==> src/rtl/store_data_queue.sv <==
// store_data_queue: aligns MEM stores into word address/data/strobe and
// buffers them in an in-order FIFO whose head drives a valid/ack write port.
// Ports: st_* store request in (valid/ready/err), mem_* write port out with
// mem_ack_i, ld_addr_i/ld_hit_o load-hazard probe, empty_o drain status.
// Build option: STORE_UNALIGNED_EN enables SWL/SWR (otherwise they error).

package store_pkg;
   localparam logic [3:0] STORE_NONE = 4'd0;
   localparam logic [3:0] STORE_SB   = 4'd1;
   localparam logic [3:0] STORE_SH   = 4'd2;
   localparam logic [3:0] STORE_SW   = 4'd3;
   localparam logic [3:0] STORE_SC   = 4'd4;
   localparam logic [3:0] STORE_SWL  = 4'd5;
   localparam logic [3:0] STORE_SWR  = 4'd6;
endpackage

module store_data_queue
   import store_pkg::*;
#(
   parameter int DEPTH = 4
) (
   input  logic        clk,
   input  logic        rst_n,
   input  logic        st_valid_i,
   output logic        st_ready_o,
   input  logic [3:0]  store_type_i,
   input  logic [31:0] st_addr_i,
   input  logic [31:0] st_data_i,
   output logic        st_err_o,
   output logic        mem_req_o,
   output logic [31:0] mem_addr_o,
   output logic [31:0] mem_wdata_o,
   output logic [3:0]  mem_wstrb_o,
   input  logic        mem_ack_i,
   input  logic [31:0] ld_addr_i,
   output logic        ld_hit_o,
   output logic        empty_o
);

   localparam int AW = (DEPTH > 1) ? $clog2(DEPTH) : 1;
   localparam int CW = AW + 1;

   typedef enum logic {IDLE, REQ} state_t;

   state_t        state;
   logic [AW-1:0] wr_ptr;
   logic [AW-1:0] rd_ptr;
   logic [AW-1:0] rd_nxt;
   logic [CW-1:0] count;
   logic          full;
   logic          push;
   logic          pop;

   logic [29:0]   q_addr [DEPTH];
   logic [31:0]   q_data [DEPTH];
   logic [3:0]    q_strb [DEPTH];

   logic          is_st;
   logic          bad;
   logic [3:0]    a_strb;
   logic [31:0]   a_data;
   logic [1:0]    o;

   assign o = st_addr_i[1:0];

   always_comb begin
      is_st  = 1'b1;
      bad    = 1'b0;
      a_strb = 4'b0000;
      a_data = 32'h0;
      case (store_type_i)
         STORE_SB: begin
            a_strb = 4'b0001 << o;
            a_data = {4{st_data_i[7:0]}};
         end
         STORE_SH: begin
            bad    = o[0];
            a_strb = o[1] ? 4'b1100 : 4'b0011;
            a_data = {2{st_data_i[15:0]}};
         end
         STORE_SW, STORE_SC: begin
            bad    = (o != 2'b00);
            a_strb = 4'b1111;
            a_data = st_data_i;
         end
`ifdef STORE_UNALIGNED_EN
         STORE_SWL: begin
            case (o)
               2'd0: begin
                  a_strb = 4'b0001;
                  a_data = {24'h0, st_data_i[31:24]};
               end
               2'd1: begin
                  a_strb = 4'b0011;
                  a_data = {16'h0, st_data_i[31:16]};
               end
               2'd2: begin
                  a_strb = 4'b0111;
                  a_data = {8'h0, st_data_i[31:8]};
               end
               default: begin
                  a_strb = 4'b1111;
                  a_data = st_data_i;
               end
            endcase
         end
         STORE_SWR: begin
            case (o)
               2'd0: begin
                  a_strb = 4'b1111;
                  a_data = st_data_i;
               end
               2'd1: begin
                  a_strb = 4'b1110;
                  a_data = {st_data_i[23:0], 8'h0};
               end
               2'd2: begin
                  a_strb = 4'b1100;
                  a_data = {st_data_i[15:0], 16'h0};
               end
               default: begin
                  a_strb = 4'b1000;
                  a_data = {st_data_i[7:0], 24'h0};
               end
            endcase
         end
`else
         STORE_SWL, STORE_SWR: begin
            bad = 1'b1;
         end
`endif
         default: begin
            is_st = 1'b0;
         end
      endcase
   end

   assign full       = (count == CW'(DEPTH));
   assign st_ready_o = !full;
   assign st_err_o   = st_valid_i & is_st & bad;
   assign push       = st_valid_i & is_st & !bad & !full;
   assign pop        = (state == REQ) & mem_ack_i;
   assign empty_o    = (count == '0);
   assign rd_nxt     = rd_ptr + 1'b1;

   always_ff @(posedge clk) begin
      if (push) begin
         q_addr[wr_ptr] <= st_addr_i[31:2];
         q_data[wr_ptr] <= a_data;
         q_strb[wr_ptr] <= a_strb;
      end
   end

   always_ff @(posedge clk or negedge rst_n) begin
      if (!rst_n) begin
         wr_ptr      <= '0;
         rd_ptr      <= '0;
         count       <= '0;
         state       <= IDLE;
         mem_req_o   <= 1'b0;
         mem_addr_o  <= 32'h0;
         mem_wdata_o <= 32'h0;
         mem_wstrb_o <= 4'h0;
      end else begin
         if (push) wr_ptr <= wr_ptr + 1'b1;
         if (pop)  rd_ptr <= rd_nxt;
         count <= count + CW'(push) - CW'(pop);
         case (state)
            IDLE: begin
               if (count != '0) begin
                  state       <= REQ;
                  mem_req_o   <= 1'b1;
                  mem_addr_o  <= {q_addr[rd_ptr], 2'b00};
                  mem_wdata_o <= q_data[rd_ptr];
                  mem_wstrb_o <= q_strb[rd_ptr];
               end
            end
            default: begin
               if (mem_ack_i) begin
                  if (count > CW'(1)) begin
                     mem_addr_o  <= {q_addr[rd_nxt], 2'b00};
                     mem_wdata_o <= q_data[rd_nxt];
                     mem_wstrb_o <= q_strb[rd_nxt];
                  end else if (push) begin
                     // next head is the entry being written this edge
                     mem_addr_o  <= {st_addr_i[31:2], 2'b00};
                     mem_wdata_o <= a_data;
                     mem_wstrb_o <= a_strb;
                  end else begin
                     state       <= IDLE;
                     mem_req_o   <= 1'b0;
                     mem_addr_o  <= 32'h0;
                     mem_wdata_o <= 32'h0;
                     mem_wstrb_o <= 4'h0;
                  end
               end
            end
         endcase
      end
   end

   // an entry is live when its distance from the head is below count
   always_comb begin
      logic [AW-1:0] off;
      ld_hit_o = 1'b0;
      for (int i = 0; i < DEPTH; i++) begin
         off = AW'(i) - rd_ptr;
         if (({1'b0, off} < count) &&
             ({q_addr[i], ld_addr_i[1:0]} == ld_addr_i))
            ld_hit_o = 1'b1;
      end
   end

endmodule
==> config.mk <==
export PLATFORM = sky130hd
export DESIGN_NAME = store_data_queue
export DESIGN_NICKNAME = d
export VERILOG_FILES = /design/src/rtl/store_data_queue.sv
export SDC_FILE = /design/constraint.sdc
export NUM_CORES = 1
export LEC_CHECK = 0
export ABC_AREA = 1
export BUFFER_PORTS_ARGS = -buffer_cell sky130_fd_sc_hd__buf_4
export CAP_MARGIN = 30
export CORE_MARGIN = 5
export CORE_UTILIZATION = 52
export DETAILED_ROUTE_END_ITERATION = 10
export PLACE_DENSITY = 0.72
export SYNTH_ARGS = -nofsm -noshare
export SYNTH_HDL_FRONTEND = slang
export SYNTH_SLANG_ARGS = --single-unit
==> constraint.sdc <==
create_clock -name clk -period 5.3 [get_ports clk]
set_input_delay 1.06 -clock clk [delete_from_list [all_inputs] [get_ports clk]]
set_output_delay 1.06 -clock clk [all_outputs]
set_load 0.005 [all_outputs]
==> qor.yml, run 1 <==
yosys:
  avgSynthCellArea_um2: 9.39
  synthCells: 1870
  synth-simple-area-share_pct: 21.2
  syn_area_mm2: 0.0176
  synth_top_family_by_area: "simple AND/OR/NAND/NOR gates"
  synth.distinct_cells: 42
  synth.area.top_cells: "edfxtp_1, nand2_1, dfrtp_1"
  synth_async_sr_flop_share_pct: 22.1
  synth-xor-area-share_pct: 4.34
  synth_edf_count: 264
  synth_flop_cell: "edfxtp_1"
  post-synth-top-area-fraction_pct: 45.1
  ys_ff_latch: 339
  synthMuxAreaShare_pct: 0
  yosys_warnings: 0
  seq_area_frac_synth_pct: 55.8
  yosysTopAreaCell: "edfxtp_1"
  post_synth_fa_ha_maj_area_fraction_pct: 0.898
  synth_compound_area_share_pct: 12.1
worst_setup_path:
  path_class: "flop to output port"
  path_max_fanout: 7
  rrSetupSlack_ns: 1.87
  cp.required_ns: 4.24
  end_kind: "output port"
  cp-start-kind: "flop"
  crit_arrival_ns: 2.77
floorplanning:
  core-area_mm2: 0.0334
  start_util_pct: 52.5
  fp.dieW_um: 194
  ioPinCount: 177
  die_y_um: 194
  rows: 67
  dieArea_mm2: 0.0375
drt:
  routedWlPerCell_um: 21.0
  vias: 14933
  final_antenna_net_count: 0
  via_per_inst: 6.07
  post-route-drc-count: 0
  first_pass_iters: 6
  drt_iter0_markers: 1490
  totalWireLength_um: 51700
clock_tree:
  post_cts_resized: 0
  clock-sinks: 339
  root_buffer: "clkbuf_16"
  h-tree-depth: 2
  worstSkewPairLatency_ns: 0.53
  tritoncts: "built"
  cts.reportedPaths.clkPinSlew_ns: 0.06
  ctsHoldBuffers: 0
  post_cts_buffers: 0
  cts_buffers: 38
  clk_path_buf_depth: 3
timing:
  worst_slew_pin_slew_ns: 1.01
  rsz0062_at_grt: "no"
  fin_setup_tns_ns: 0
  relSlewSlack_pct: 32.8
  final.setup.worst_slack_ns: 1.47
  setup_viol_count_final: 0
  final.min_clock_period_ns: 3.83
  skew_ns: 0.0254
  max_freq_ghz: 0.261
  finalMaxSlewViolations: 0
  min_period_over_period_pct: 72.2
  finalHoldViolCount: 0
final_layout:
  final_nets: 2098
  multiInputGateArea_mm2: 0.00681
  diodes: 0
  fillers: 2781
  regArea_mm2: 0.00981
  synthToLayoutAreaGrowth_pct: 15.5
  drive_gt1_share_pct: 14.7
pwr:
  ir_drop_mv: 0.416
  p_leak_nw: 8.02
  p_per_area_mw_per_mm2: 535
hold_path:
  hold_path_class: "flop to flop"
flow_run:
  cap_violations: 0
grt:
  antenna_found_initial: 1
  grt_pass1_vias: 14610
  grt_overflow_total: 0
  grt_usage_pct: 26.5
  grt_pass1_wl_um: 80000
  grt_max_degree: 89
outcome:
  status: "completed"
place:
  io_buffers: 172
  place_congestion: 0.958
  hpwl_um: 31800
  dp_slack_ns: 1.32
-- stage by stage --
stage	total power [mW]	hold slack (ns)	util (%)	instances	area [µm²]
floorplan	6.70	0.471	-	1871	17600
global route	11.5	0.495	60.6	2459	20300
finish	10.8	0.478	60.6	2459	20300
CTS	10.9	0.486	60.6	2459	20300
detailed placement	8.31	0.470	57.0	2390	19100
global placement	8.18	0.464	57.0	2390	19100
-- registers in the layout, summed over array words and instances (netlist names) --
| register | flops |
|---|---|
| q_data | 128 |
| mem_addr_o | 30 |
| mem_req_o | 1 |
| q_addr | 120 |
| rd_ptr | 2 |
| wr_ptr | 2 |
| count | 3 |
| mem_wdata_o | 32 |
| state | 1 |
| mem_wstrb_o | 4 |
| q_strb | 16 |
-- where the power goes --
part	internal (mW)	leakage, nW	switching (mW)
clock network	1.52	0.596	1.02
registers	3.28	3.34	0.314
logic	1.63	4.08	3.08
total	6.43	8.02	4.41
-- layout make-up --
type,instances,share of cell area (%)
Clock buffer,56,5.37
Clock inverter,13,0.586
Inverter,105,1.97
Multi-Input combinational cell,1301,33.6
Sequential cell,339,48.3
Tap cell,448,2.76
Timing Repair Buffer,197,7.41
-- metal layers --
| metal | GRT usage (%) | share of wire [%] | vias up |
|---|---|---|---|
| met3 | 4.22 | 10 | 119 |
| met2 | 44.7 | 48 | 904 |
| met4 | 9.15 | 3.2 | 2 |
| met1 | 35.0 | 39 | 7158 |
| met5 | 0 | 0.023 | - |
| li1 | - | - | 6750 |
-- kinds of logic after synthesis --
logic type      after synthesis
fa+ha+maj                    12
compound gates              328
simple gates                872
buf+inv                     231
xor+xnor                     87
other cells                   1
flops                       339
-- synth_stat cells (all sizes together) (32+ instances only) --
library cell	number
a21oi	75
xor2	32
clkbuf	55
a22oi	118
o21ai	63
nand4	97
dfrtp	75
nand3	50
buf	71
edfxtp	264
inv	104
xnor2	55
nor2	83
nand2	605
-- worst paths after layout --
path,end,startpoint,depth (start not counted)
min,mem_addr_o[2]$_DFFE_PN0P_,mem_addr_o[2]$_DFFE_PN0P_,2
max reg2reg,mem_wdata_o[12]$_DFFE_PN0P_,state$_DFF_PN0_,7
max,ld_hit_o,rd_ptr[0]$_DFFE_PN0P_,13
min reg2reg,mem_addr_o[2]$_DFFE_PN0P_,mem_addr_o[2]$_DFFE_PN0P_,2
min in group asynchronous,mem_addr_o[10]$_DFFE_PN0P_,rst_n,1
max in group asynchronous,mem_wdata_o[25]$_DFFE_PN0P_,rst_n,2
-- cell usage in the layout (no fill, tap or decap), drive strengths merged --
cell type | synthesis | layout
a21boi | 3 | 3
a21oi | 75 | 75
clkinv | 1 | 13
xor2 | 32 | 32
nand3 | 50 | 50
dfrtp | 75 | 75
o2111ai | 13 | 13
edfxtp | 264 | 264
a31oi | 30 | 30
o2bb2ai | 1 | 1
buf | 71 | 197
a41oi | 17 | 17
bufinv | 0 | 2
or2 | 20 | 20
o22ai | 4 | 4
nor3 | 16 | 16
a22oi | 118 | 118
o21ai | 63 | 63
nor2 | 83 | 83
a211oi | 2 | 2
inv | 104 | 103
xnor2 | 55 | 55
nand2 | 605 | 605
nand4 | 97 | 97
clkbuf | 55 | 56
ha | 11 | 11
fa | 1 | 1
conb | 1 | 2
nor3b | 1 | 1
o31ai | 2 | 2
-- worst max-delay path: stages, from the launching register on --
cell,delay (ns)
dfrtp_1,0.55
nor2_4,0.07
inv_2,0.09
nand2_1,0.10
ha_1,0.28
a21boi_0,0.12
o21ai_0,0.31
nand3_1,0.16
nor2_1,0.14
nand3_1,0.08
nand2_1,0.07
inv_1,0.03
nand2_1,0.11
buf_4,0.13
No activity file was read; power rests on OpenSTA's default activity.
==> run 2: changes to the inputs <==
ABC_AREA = 0   (was 1)
PLACE_DENSITY = 0.74   (was 0.72)
clock period = 3.2 ns   (was 5.3 ns; I/O delays follow)
==> run 2 against run 1 <==
Compared with the run above:
- via count fell by 23%
- largest cell class unchanged
- total power rose by 63%
- count of clock-buffer cells in the layout fell by 4
- non-clock buffer count rose by 15
- flip-flop and latch count did not move
- die area fell by 0.70%
- hold slack got worse by 0.33 ns
==> qor.yml, run 2 <==
outcome:
  status: "completed"
yosys:
  synthCells: 1119  # -40%
  post_synth_fa_ha_maj_area_fraction_pct: 0.904  # +0.0066 points
  synthMuxAreaShare_pct: 18.0  # +18 points
  synth-simple-area-share_pct: 8.04  # -13 points
  synth_most_common_cell: "edfxtp_1"
  synth_compound_area_share_pct: 7.58  # -4.5 points
  post-synth-top-area-fraction_pct: 45.5  # +0.33 points
  avgSynthCellArea_um2: 15.6  # +66%
  synth_edf_count: 264  # unchanged
  synth_flop_cell: "edfxtp_1"
  yosysTopAreaCell: "edfxtp_1"
  synth-xor-area-share_pct: 6.38  # +2.0 points
  yosys_warnings: 0  # unchanged
  seq_area_frac_synth_pct: 56.2  # +0.41 points
  synth_top_family_by_area: "multiplexers"
  syn_area_mm2: 0.0174  # -0.73%
  synth.distinct_cells: 50  # +19%
  synth.area.top_cells: "edfxtp_1, mux4_2, dfrtp_1"
  synth_async_sr_flop_share_pct: 22.1  # unchanged
  ys_top_cells_by_count: "edfxtp_1, mux4_2, xor2_1"
  ys_ff_latch: 339  # unchanged
place:
  hpwl_um: 31300  # -1.5%
  io_buffers: 172  # unchanged
  place_inst: 1699  # -29%
  place_congestion: 0.995  # +3.9%
  dp_slack_ns: 0.214  # -1.11 ns
grt:
  grt_overflow_total: 0  # unchanged
  antenna_found_initial: 2  # +1
  grt_usage_pct: 25.6  # -0.84 points
  grt_pass1_wl_um: 71800  # -10%
  grt_pass1_vias: 11743  # -20%
  grt_max_degree: 76  # -15%
timing:
  max_freq_ghz: 0.324
  min_period_over_period_pct: 96.5
  setup_viol_count_final: 0  # unchanged
  finalMaxSlewViolations: 0  # unchanged
  finalHoldViolCount: 0  # unchanged
  final.setup.worst_slack_ns: 0.111  # -1.36 ns
  final.min_clock_period_ns: 3.09
  worst_slew_pin_slew_ns: 0.972  # -0.0368 ns
  skew_ns: 0.0215  # -0.00393 ns
  relSlewSlack_pct: 35.2  # +2.5 points
drt:
  totalWireLength_um: 48000  # -7.2%
  final_antenna_net_count: 0  # unchanged
  via_per_inst: 6.47  # +6.6%
  first_pass_iters: 6  # unchanged
  drt_iter0_markers: 1181  # -21%
  vias: 11453  # -23%
  routedWlPerCell_um: 27.1  # +29%
  post-route-drc-count: 0  # unchanged
clock_tree:
  tritoncts: "built"
  h-tree-depth: 2  # unchanged
  cts_buffers: 38  # unchanged
  clk_path_buf_depth: 3  # unchanged
  clock-sinks: 339  # unchanged
  root_buffer: "clkbuf_16"
  ctsHoldBuffers: 0  # unchanged
  worstSkewPairLatency_ns: 0.53  # about the same
  cts.reportedPaths.clkPinSlew_ns: 0.06  # about the same
pwr:
  clkPwrFrac_pct: 24.1  # +0.7 points
  internal-power_mw: 11.6  # +80%
  seq_power_share_pct: 34.4  # +1.2 points
  p_sw_mw: 6.13  # +39%
  p_per_area_mw_per_mm2: 857  # +60%
  ir_drop_mv: 0.978  # +130%
  p_leak_nw: 7.49  # -6.6%
  switching_share_pct: 34.7  # -6.0 points
  p_comb_share_pct: 41.5  # -1.9 points
worst_setup_path:
  end_kind: "output port"
  crit_arrival_ns: 2.45  # -0.32 ns
  rr_startpoint: "rd_ptr[1]$_DFFE_PN0P_"
  path_class: "flop to output port"
  cp-start-kind: "flop"
  path_max_fanout: 7  # unchanged
  cp.required_ns: 2.56  # -1.68 ns
  critPathLaunch: "count[0]$_DFF_PN0_"
flow_run:
  cap_violations: 0  # unchanged
final_layout:
  reg.largest.list: "q_data (128), q_addr (120), mem_wdata_o (32)"
  final_cell_mix: "edfxtp_1, buf_4, mux4_2"
  final_util_pct: 62.0  # +1.3 points
  final_nets: 1409  # -33%
  mostFrequentLayoutCell: "edfxtp_1"
  regMostFlops: "q_data"
  instances_no_fill: 1770  # -28%
  synthToLayoutAreaGrowth_pct: 18.4
  largest_register_ffs: 128  # unchanged
  drive_gt1_share_pct: 37.0  # +22 points
  diodes: 0  # unchanged
  fillers: 2445  # -12%
hold_path:
  hold_path_class: "input port to asynchronous set/reset pin"
floorplanning:
  dieArea_mm2: 0.0373  # -0.70%
  ioPinCount: 177  # unchanged
  core-area_mm2: 0.0333  # -0.50%
  die_y_um: 193  # -0.35%
  start_util_pct: 52.4  # -0.12 points
  rows: 67  # unchanged
  fp.dieW_um: 193  # -0.35%
run 2: timing repair:
action                     CTS  global route
pin swaps                    0             2
buffers inserted             2             0
gates resized for setup      0            10
setup endpoints to repair    1             1
run 2: cell type report:
| cell class | count | area, µm² | share of cell area, % |
|---|---|---|---|
| Tap cell | 448 | 561 | 2.72 |
| Multi-Input combinational cell | 681 | 7210 | 35.0 |
| Sequential cell | 339 | 9810 | 47.6 |
| Timing Repair Buffer | 212 | 1750 | 8.50 |
| Inverter | 21 | 78.8 | 0.382 |
| Clock buffer | 52 | 1060 | 5.16 |
| Clock inverter | 17 | 146 | 0.710 |
run 2: final timing paths:
kind	to	cells after the start	slack (ns)
min in group clk	q_addr[3][16]$_DFFE_PP_	1	0.34
min	mem_addr_o[11]$_DFFE_PN0P_	1	0.15
min reg2reg	mem_wdata_o[18]$_DFFE_PN0P_	2	0.55
max reg2reg	mem_wdata_o[3]$_DFFE_PN0P_	7	0.56
max	ld_hit_o	6	0.11
max in group asynchronous	mem_wdata_o[5]$_DFFE_PN0P_	2	2.25
run 2: cells by family after synthesis:
| group | count (synthesis) |
|---|---|
| XOR/XNOR | 127 |
| multiplexers | 148 |
| AND/OR/NAND/NOR | 241 |
| flip-flops | 339 |
| other | 1 |
| adder cells (fa/ha/maj) | 12 |
| buffers and inverters | 100 |
| AO/OA/AOI/OAI | 151 |
run 2: layer usage:
layer	share of wire, %	global-route usage, %	up-vias
met5	0.071	0	-
met4	2.4	6.54	4
met3	9.7	5.40	80
met2	49	41.6	580
met1	39	35.9	5948
li1	-	-	4841
run 2: critical path, stage by stage, from the launching register on:
cell and delay [ns]:
dfrtp_1 0.49, a21oi_1 0.37, a2111oi_1 0.15, nand4_1 0.14
nor4_2 0.05, or4_1 0.56, buf_4 0.17
run 2: metrics by stage:
step                cell area (µm²)  setup TNS [ns]  hold slack [ns]  total power, mW
floorplan                     17400               0            0.344             11.1
global placement              19400               0            0.529             13.3
detailed placement            19400               0            0.538             13.5
CTS                           20600               0            0.163             17.8
global route                  20600         -0.0451            0.179             18.6
finish                        20600               0            0.145             17.7
run 2: power by group through the flow:
| stage | logic, mW | registers [mW] | clock network [mW] |
|---|---|---|---|
| CTS | 7.37 | 6.09 | 4.31 |
| global route | 7.92 | 6.16 | 4.51 |
| detailed placement | 7.26 | 6.21 | 0 |
| global placement | 7.12 | 6.18 | 0 |
| floorplan | 5.12 | 5.95 | 0 |
| finish | 7.33 | 6.09 | 4.26 |
